`src/rtl/tlb_op_ctrl.sv`:
```
// rtl/tlb_op_ctrl.sv - TLB management-op sequencer with search-port arbitration
//
// Purpose: accepts one TLBSRCH/TLBRD/TLBWR/TLBFILL/INVTLB op at a time, drives
// the matching TLB port for one cycle and returns a result via res_valid/res_ready.
// Search port 1 is shared with the load/store path; management searches win.
//
// Ports:
//   clk, reset                      clock, asynchronous active-high reset
//   op_valid/op_ready/op_*          op request (code, invtlb op, asid, vppn, index, entry)
//   res_valid/res_ready/res_*       result (code, found, index, entry)
//   mem_req/mem_*/mem_grant         load/store request for search port 1
//   tlb_s1_*                        TLB search port 1
//   tlb_r_index/tlb_r_entry         TLB read port
//   tlb_we/tlb_w_index/tlb_w_entry  TLB write port
//   tlb_invtlb_valid/tlb_invtlb_op  TLB invtlb port
//
// Build option: TLB_FILL_RANDOM_EN selects an LFSR-driven FILL index instead of
// the round-robin fill pointer.

module tlb_op_ctrl #(
    parameter int TLBNUM = 16,
    localparam int IW = $clog2(TLBNUM)
) (
    input  logic          clk,
    input  logic          reset,
    input  logic          op_valid,
    output logic          op_ready,
    input  logic [2:0]    op_code,
    input  logic [4:0]    op_inv_op,
    input  logic [9:0]    op_asid,
    input  logic [18:0]   op_vppn,
    input  logic [IW-1:0] op_index,
    input  logic [88:0]   op_entry,
    output logic          res_valid,
    input  logic          res_ready,
    output logic [2:0]    res_code,
    output logic          res_found,
    output logic [IW-1:0] res_index,
    output logic [88:0]   res_entry,
    input  logic          mem_req,
    input  logic [18:0]   mem_vppn,
    input  logic          mem_va_bit12,
    input  logic [9:0]    mem_asid,
    output logic          mem_grant,
    output logic [18:0]   tlb_s1_vppn,
    output logic          tlb_s1_va_bit12,
    output logic [9:0]    tlb_s1_asid,
    input  logic          tlb_s1_found,
    input  logic [IW-1:0] tlb_s1_index,
    output logic [IW-1:0] tlb_r_index,
    input  logic [88:0]   tlb_r_entry,
    output logic          tlb_we,
    output logic [IW-1:0] tlb_w_index,
    output logic [88:0]   tlb_w_entry,
    output logic          tlb_invtlb_valid,
    output logic [4:0]    tlb_invtlb_op
);

    localparam logic [2:0] S_IDLE = 3'd0;
    localparam logic [2:0] S_SRCH = 3'd1;
    localparam logic [2:0] S_RD   = 3'd2;
    localparam logic [2:0] S_WR   = 3'd3;
    localparam logic [2:0] S_FILL = 3'd4;
    localparam logic [2:0] S_INV  = 3'd5;
    localparam logic [2:0] S_RESP = 3'd6;

    logic [2:0]    state_q, state_d;
    logic [4:0]    inv_op_q;
    logic [9:0]    asid_q;
    logic [18:0]   vppn_q;
    logic [IW-1:0] index_q;
    logic [88:0]   entry_q;
    logic [2:0]    res_code_q;
    logic          res_found_q;
    logic [IW-1:0] res_index_q;
    logic [88:0]   res_entry_q;
    logic [IW-1:0] fill_idx;
    logic          mgmt_search;

`ifdef TLB_FILL_RANDOM_EN
    logic [7:0] lfsr_q;

    // Fibonacci LFSR, taps 8,6,5,4; free-running so FILL victims are spread out.
    always_ff @(posedge clk or posedge reset) begin
        if (reset) begin
            lfsr_q <= 8'h5A;
        end else begin
            lfsr_q <= {lfsr_q[6:0], lfsr_q[7] ^ lfsr_q[5] ^ lfsr_q[4] ^ lfsr_q[3]};
        end
    end

    assign fill_idx = lfsr_q[IW-1:0];
`else
    logic [IW-1:0] fill_ptr_q;

    // Round-robin victim pointer; natural IW-bit overflow wraps TLBNUM-1 to 0.
    always_ff @(posedge clk or posedge reset) begin
        if (reset) begin
            fill_ptr_q <= '0;
        end else if (state_q == S_FILL) begin
            fill_ptr_q <= fill_ptr_q + IW'(1);
        end
    end

    assign fill_idx = fill_ptr_q;
`endif

    always_comb begin
        state_d = state_q;
        case (state_q)
            S_IDLE: begin
                if (op_valid) begin
                    case (op_code)
                        3'd0:    state_d = S_SRCH;
                        3'd1:    state_d = S_RD;
                        3'd2:    state_d = S_WR;
                        3'd3:    state_d = S_FILL;
                        3'd4:    state_d = S_INV;
                        default: state_d = S_RESP;
                    endcase
                end
            end
            S_RESP:  if (res_ready) state_d = S_IDLE;
            default: state_d = S_RESP;
        endcase
    end

    always_ff @(posedge clk or posedge reset) begin
        if (reset) begin
            state_q     <= S_IDLE;
            inv_op_q    <= '0;
            asid_q      <= '0;
            vppn_q      <= '0;
            index_q     <= '0;
            entry_q     <= '0;
            res_code_q  <= '0;
            res_found_q <= 1'b0;
            res_index_q <= '0;
            res_entry_q <= '0;
        end else begin
            state_q <= state_d;
            case (state_q)
                S_IDLE: begin
                    if (op_valid) begin
                        inv_op_q    <= op_inv_op;
                        asid_q      <= op_asid;
                        vppn_q      <= op_vppn;
                        index_q     <= op_index;
                        entry_q     <= op_entry;
                        // Clear the result so reserved/INV ops report zeros.
                        res_code_q  <= op_code;
                        res_found_q <= 1'b0;
                        res_index_q <= '0;
                        res_entry_q <= '0;
                    end
                end
                S_SRCH: begin
                    res_found_q <= tlb_s1_found;
                    res_index_q <= tlb_s1_index;
                end
                S_RD: begin
                    res_index_q <= index_q;
                    // Invalid entries (e=0) are reported as all-zero.
                    res_entry_q <= tlb_r_entry[88] ? tlb_r_entry : '0;
                end
                S_WR:    res_index_q <= index_q;
                S_FILL:  res_index_q <= fill_idx;
                default: ;
            endcase
        end
    end

    // Strobes decode straight from state so an asynchronous reset kills them at once.
    assign mgmt_search      = (state_q == S_SRCH) || (state_q == S_INV);
    assign op_ready         = (state_q == S_IDLE);
    assign res_valid        = (state_q == S_RESP);
    assign res_code         = res_code_q;
    assign res_found        = res_found_q;
    assign res_index        = res_index_q;
    assign res_entry        = res_entry_q;

    assign mem_grant        = mem_req && !mgmt_search;
    assign tlb_s1_vppn      = mgmt_search ? vppn_q : (mem_grant ? mem_vppn : '0);
    assign tlb_s1_asid      = mgmt_search ? asid_q : (mem_grant ? mem_asid : '0);
    assign tlb_s1_va_bit12  = mem_grant ? mem_va_bit12 : 1'b0;

    assign tlb_r_index      = index_q;
    assign tlb_we           = (state_q == S_WR) || (state_q == S_FILL);
    assign tlb_w_index      = (state_q == S_FILL) ? fill_idx : index_q;
    assign tlb_w_entry      = entry_q;
    assign tlb_invtlb_valid = (state_q == S_INV);
    assign tlb_invtlb_op    = inv_op_q;

endmodule

```
`config.mk`:
```
export PLATFORM = sky130hd
export DESIGN_NAME = tlb_op_ctrl
export DESIGN_NICKNAME = d
export VERILOG_FILES = /design/src/rtl/tlb_op_ctrl.sv
export SDC_FILE = /design/constraint.sdc
export NUM_CORES = 1
export LEC_CHECK = 0
export ABC_AREA = 1
export CAP_MARGIN = 5
export CORE_AREA = 5 5 191 193
export DETAILED_ROUTE_END_ITERATION = 7
export DIE_AREA = 0 0 196 198
export GPL_TIMING_DRIVEN = 0
export PLACE_DENSITY = 0.63
export RECOVER_POWER = 25
export SYNTH_ARGS = -nofsm -noshare
export SYNTH_HDL_FRONTEND = slang
export SYNTH_SLANG_ARGS = --single-unit
```
`constraint.sdc`:
```
create_clock -name clk -period 7.8 [get_ports clk]
set_clock_uncertainty 0.05 [all_clocks]
set_input_delay 1.56 -clock clk [delete_from_list [all_inputs] [get_ports clk]]
set_output_delay 1.56 -clock clk [all_outputs]
set_load 0.05 [all_outputs]
```
==> metrics.sh <==
TIMING.FINAL.MAX_SLEW_VIOLATIONS=75
ANT_NETS=0
RSZ_0062_RAISED_AFTER_GLOBAL_ROUTING='no'
CRITPATHMAXFANOUT=10
REGTOREGENDPOINT='tlb_w_entry[79]'
TRACK_USAGE_PCT=19.2
GRT_FIRST_PASS_WIRELENGTH_MM=58.9
SYNTH_CELL_TYPE_COUNT=23
MOSTFREQUENTLAYOUTCELL='clkdlybuf4s50_1'
YS_WARNS=0
ANTENNA_FOUND_INITIAL=4
POST_CTS_GATE_RESIZE_COUNT=0
MOSTFREQUENTLAYOUTCELLS='489 x clkdlybuf4s50_1, 485 x nand2_1, 231 x dfrtp_1'
CAP_VIOLATIONS=2
REPORT.FINAL.SETUP_VIOL=0
CLK_TRANSITION_REPORTED_PATHS_NS=0.05
SYNTH_TOP_AREA_CELL='dfrtp_1'
HOLD_PATH_CLASS='reg -> reg'
LARGEST_NET_DEGREE_AT_THE_START_OF_GLOBAL_ROUTING=41
TIMING.CRITICAL_PATH.TO='tlb_s1_vppn[10]'
PRE_CTS_SETUP_SLACK_NS=2.74
WORST-R2R-CELL-COUNT=8
TOTAL_NEGATIVE_SETUP_SLACKS_NS=0
CRITICAL-PATH-MAX-STAGE-DELAY_NS=0.83
SYNTH_EDF_COUNT=0
FINALNETCOUNT=1881
POST_DRT_WL_PER_CELL_UM=18.4
REG2REG_SETUP_SLACK_NS=5.33
SLOWEST_STAGE='clkdlybuf4s50_1'
ROUTE.FINAL.WIRE_LENGTH_MM=38.6
MULTIINPUTGATEAREA_UM2=3340
AREA_DELTA_SYNTH_FINAL_PCT=66.5
YOSYS-TOP-CELLS-AREA='dfrtp_1 60%, nand2_1 19%, nand3_1 12%'
HPWL_MM=30.4
CRIT_START='mem_req'
TIMING.CRITICAL_PATH.REQUIRED_NS=6.19
CLOCK-SINKS=231
SYN-INSTANCE-COUNT=1094
SYN_AREA_UM2=9650
FINAL_LAYOUT_SIZE_SUFFIX_GT1_SHARE_PCT=6.23
POWER.DENSITY_nW_PER_UM2=422
TIMING.HOLD.WS_NS=0.417
SYNTH_LARGEST_TYPE_AREA_FRACTION_PCT=59.9
WORST_RELATIVE_SLEW_SLACK_PCT=-44.9
TIMING.CRITICAL_PATH.FROM_TYPE='input port'
DRC_ERRORS=0
TIMING.CRITICAL_PATH.ARRIVAL_NS=3.45
ROUTED_VIA_DENSITY=4.52
FINAL_DESIGN_AREA_NO_FILL_UM2=16100
BUFFER_COUNT_FROM_POST_CTS_SETUP_FIXING=0
WORST_SLEW_PIN_TRAN_NS=2.17
CTS_TREE='done'
REGTOREGSTARTPOINT='state_q[2]'
FINAL_CRITICAL_PATH_SETUP_SLACK_NS=2.74
POSTSYNTHNETCOUNT=1354
VIOLATIONS_IN_THE_FINAL_REPORTS='max-capacitance violations, max-slew violations'
FINALWORSTPATHREQUIREDPERIOD_NS=5.06
DESIGN.PORTCOUNT=493
ROUTE.VIAS.TOTAL=9465
CLOCK_TREE.HTREE_LEVEL_COUNT=1
SYNTH.AVG_CELL_AREA_UM2=8.82
WORST_SKEW_PAIR.LATE_LATENCY_NS=0.54
DIE-HEIGHT_UM=198
PATH_DELAY_FAMILY='buffers and inverters'
STATUS='finished with violations'
BUFFER_PORTS.INSERTED=492
IR_DROP_mV=0.269
WORSTPATHCELLLIST='clkdlybuf4s50_1 > nand2_1 > inv_1 > buf_2 > a22o_1 > clkdlybuf4s50_1'
SETUP.WORST_PATH.END_CLASS='output pin'
CP_NUM_BUF_INV=4
SEQUENTIAL_AREA_UM2=5780
SYNTH.FF_LATCH_COUNT=231
HOLDBUFCOUNTCTS=0
GR-TOTAL-OVERFLOW=0
SETUP.WORST_PATH.CLASS='in -> out'
FLOORPLAN.INITIALDENSITY_PCT=28.1
STATIC-LEAKAGE-POWER_uW=0.00780
INITIALDRTVIOLATIONCOUNT=371
CLOCK_TREE.ROOT_CELL='clkbuf_16'
CRITICAL_PATH_DEPTH=6
DETAILEDROUTE.FIRSTPASSITERATIONCOUNT=5
GRT_PASS1_VIAS=9927
DIE_WIDTH_UM=196
SYNTH-SEQ-AREA-SHARE_PCT=59.9
PERIOD_SHARE_PCT=64.9
OVERALL_DIE_AREA_UM2=38800
FILLCELLCOUNT=3374
DOMINANTREGCELLSYNTH='dfrtp_1'
GP_ROUTABILITY_CONGESTION=0.884
STD_CELL_ROWS=68
POSTPLACECELLAREA_UM2=15300
CTS-BUFFERS-INSERTED=27
ASYNC_S_R_FF_SHARE_SYNTH_PCT=100
ACHIEVABLE-FREQUENCY_MHz=198
CRITICAL-PATH-TOP-CELL-BY-COUNT='clkdlybuf4s50_1'
CORE_FOOTPRINT_UM2=34400
CLOCK_PATH_BUFFERS=3
REPORT.FINAL.HOLD_VIOL_COUNT=0
through the flow:
stage	power, uW	std cells	utilization (%)
3_3_place_gp	5550	2041	44.1
3_5_place_dp	5600	2047	44.4
5_1_grt	7160	2094	46.7
6_report	6780	2094	46.7
4_1_cts	6890	2092	46.9
2_1_floorplan	4200	1094	-
layout make-up:
cell class | count | share of cell area (%)
Sequential cell | 231 | 36.0
Timing Repair Buffer | 498 | 31.2
Multi-Input combinational cell | 764 | 20.8
Clock buffer | 36 | 4.79
Tap cell | 455 | 3.54
Buffer | 77 | 2.45
Clock inverter | 9 | 0.639
Inverter | 22 | 0.522
Antenna cell | 2 | 0.0312
flip-flops by register name, summed over array words and instances, names as in the netlist, 4 cells and up:
register,count
asid_q,10
res_index,4
vppn_q,19
tlb_w_entry,89
tlb_invtlb_op,5
tlb_r_index,4
fill_idx,4
res_entry,89
worst register-to-register path, cell delays in order (launching register included):
cell	delay [ns]
dfrtp_1	0.41
inv_2	0.09
nand2_1	0.18
inv_2	0.09
nand2_1	0.26
clkbuf_1	0.71
clkbuf_1	0.44
nand2_1	0.11
nand2_1	0.07
per-layer routing:
metal	track usage [%]	vias to the layer above	wire length, um
li1	-	4580	-
met1	22.8	4444	15300
met2	33.0	372	18600
met3	6.74	65	3620
met4	5.61	4	1120
met5	0	-	27
kinds of logic (layout without fill, tap and decap cells):
kind of cell / Yosys count / in the layout / synth area share [%]
fa+ha+maj: 1 / 1 / 0.130
simple gates: 723 / 723 / 31.4
compound gates: 37 / 37 / 3.07
buf+inv: 99 / 642 / 5.21
flops: 231 / 231 / 59.9
xor+xnor: 3 / 3 / 0.272
other cells: 0 / 2 / 0
Yosys cell counts (3+ instances only):
library cell,n
buf_4,16
buf_2,39
dfrtp_1,231
buf_1,6
inv_1,19
nand2_1,484
nor2_1,9
buf_6,3
a22o_1,29
o21ai_0,6
inv_2,3
clkbuf_1,13
nand3_1,223
power by group:
part	total [uW]	leakage (uW)	switching, uW	internal [uW]
registers	1940	0.00297	272	1670
logic	3590	0.00439	2460	1140
clock network	1250	0.000436	499	751
worst min path at each step:
| stage | startpoint | endpoint | cells after the start |
|---|---|---|---|
| 3_3_place_gp | tlb_invtlb_op[2] | tlb_invtlb_op[2] | 2 |
| 4_1_cts | tlb_w_entry[67] | tlb_w_entry[67] | 2 |
| 3_5_place_dp | tlb_w_entry[29] | tlb_w_entry[29] | 2 |
| 6_report | tlb_w_entry[46] | tlb_w_entry[46] | 2 |
| 5_1_grt | tlb_w_entry[79] | tlb_w_entry[79] | 2 |
| 2_1_floorplan | asid_q[0] | asid_q[0] | 2 |
No activity file was read; power rests on OpenSTA's default activity.
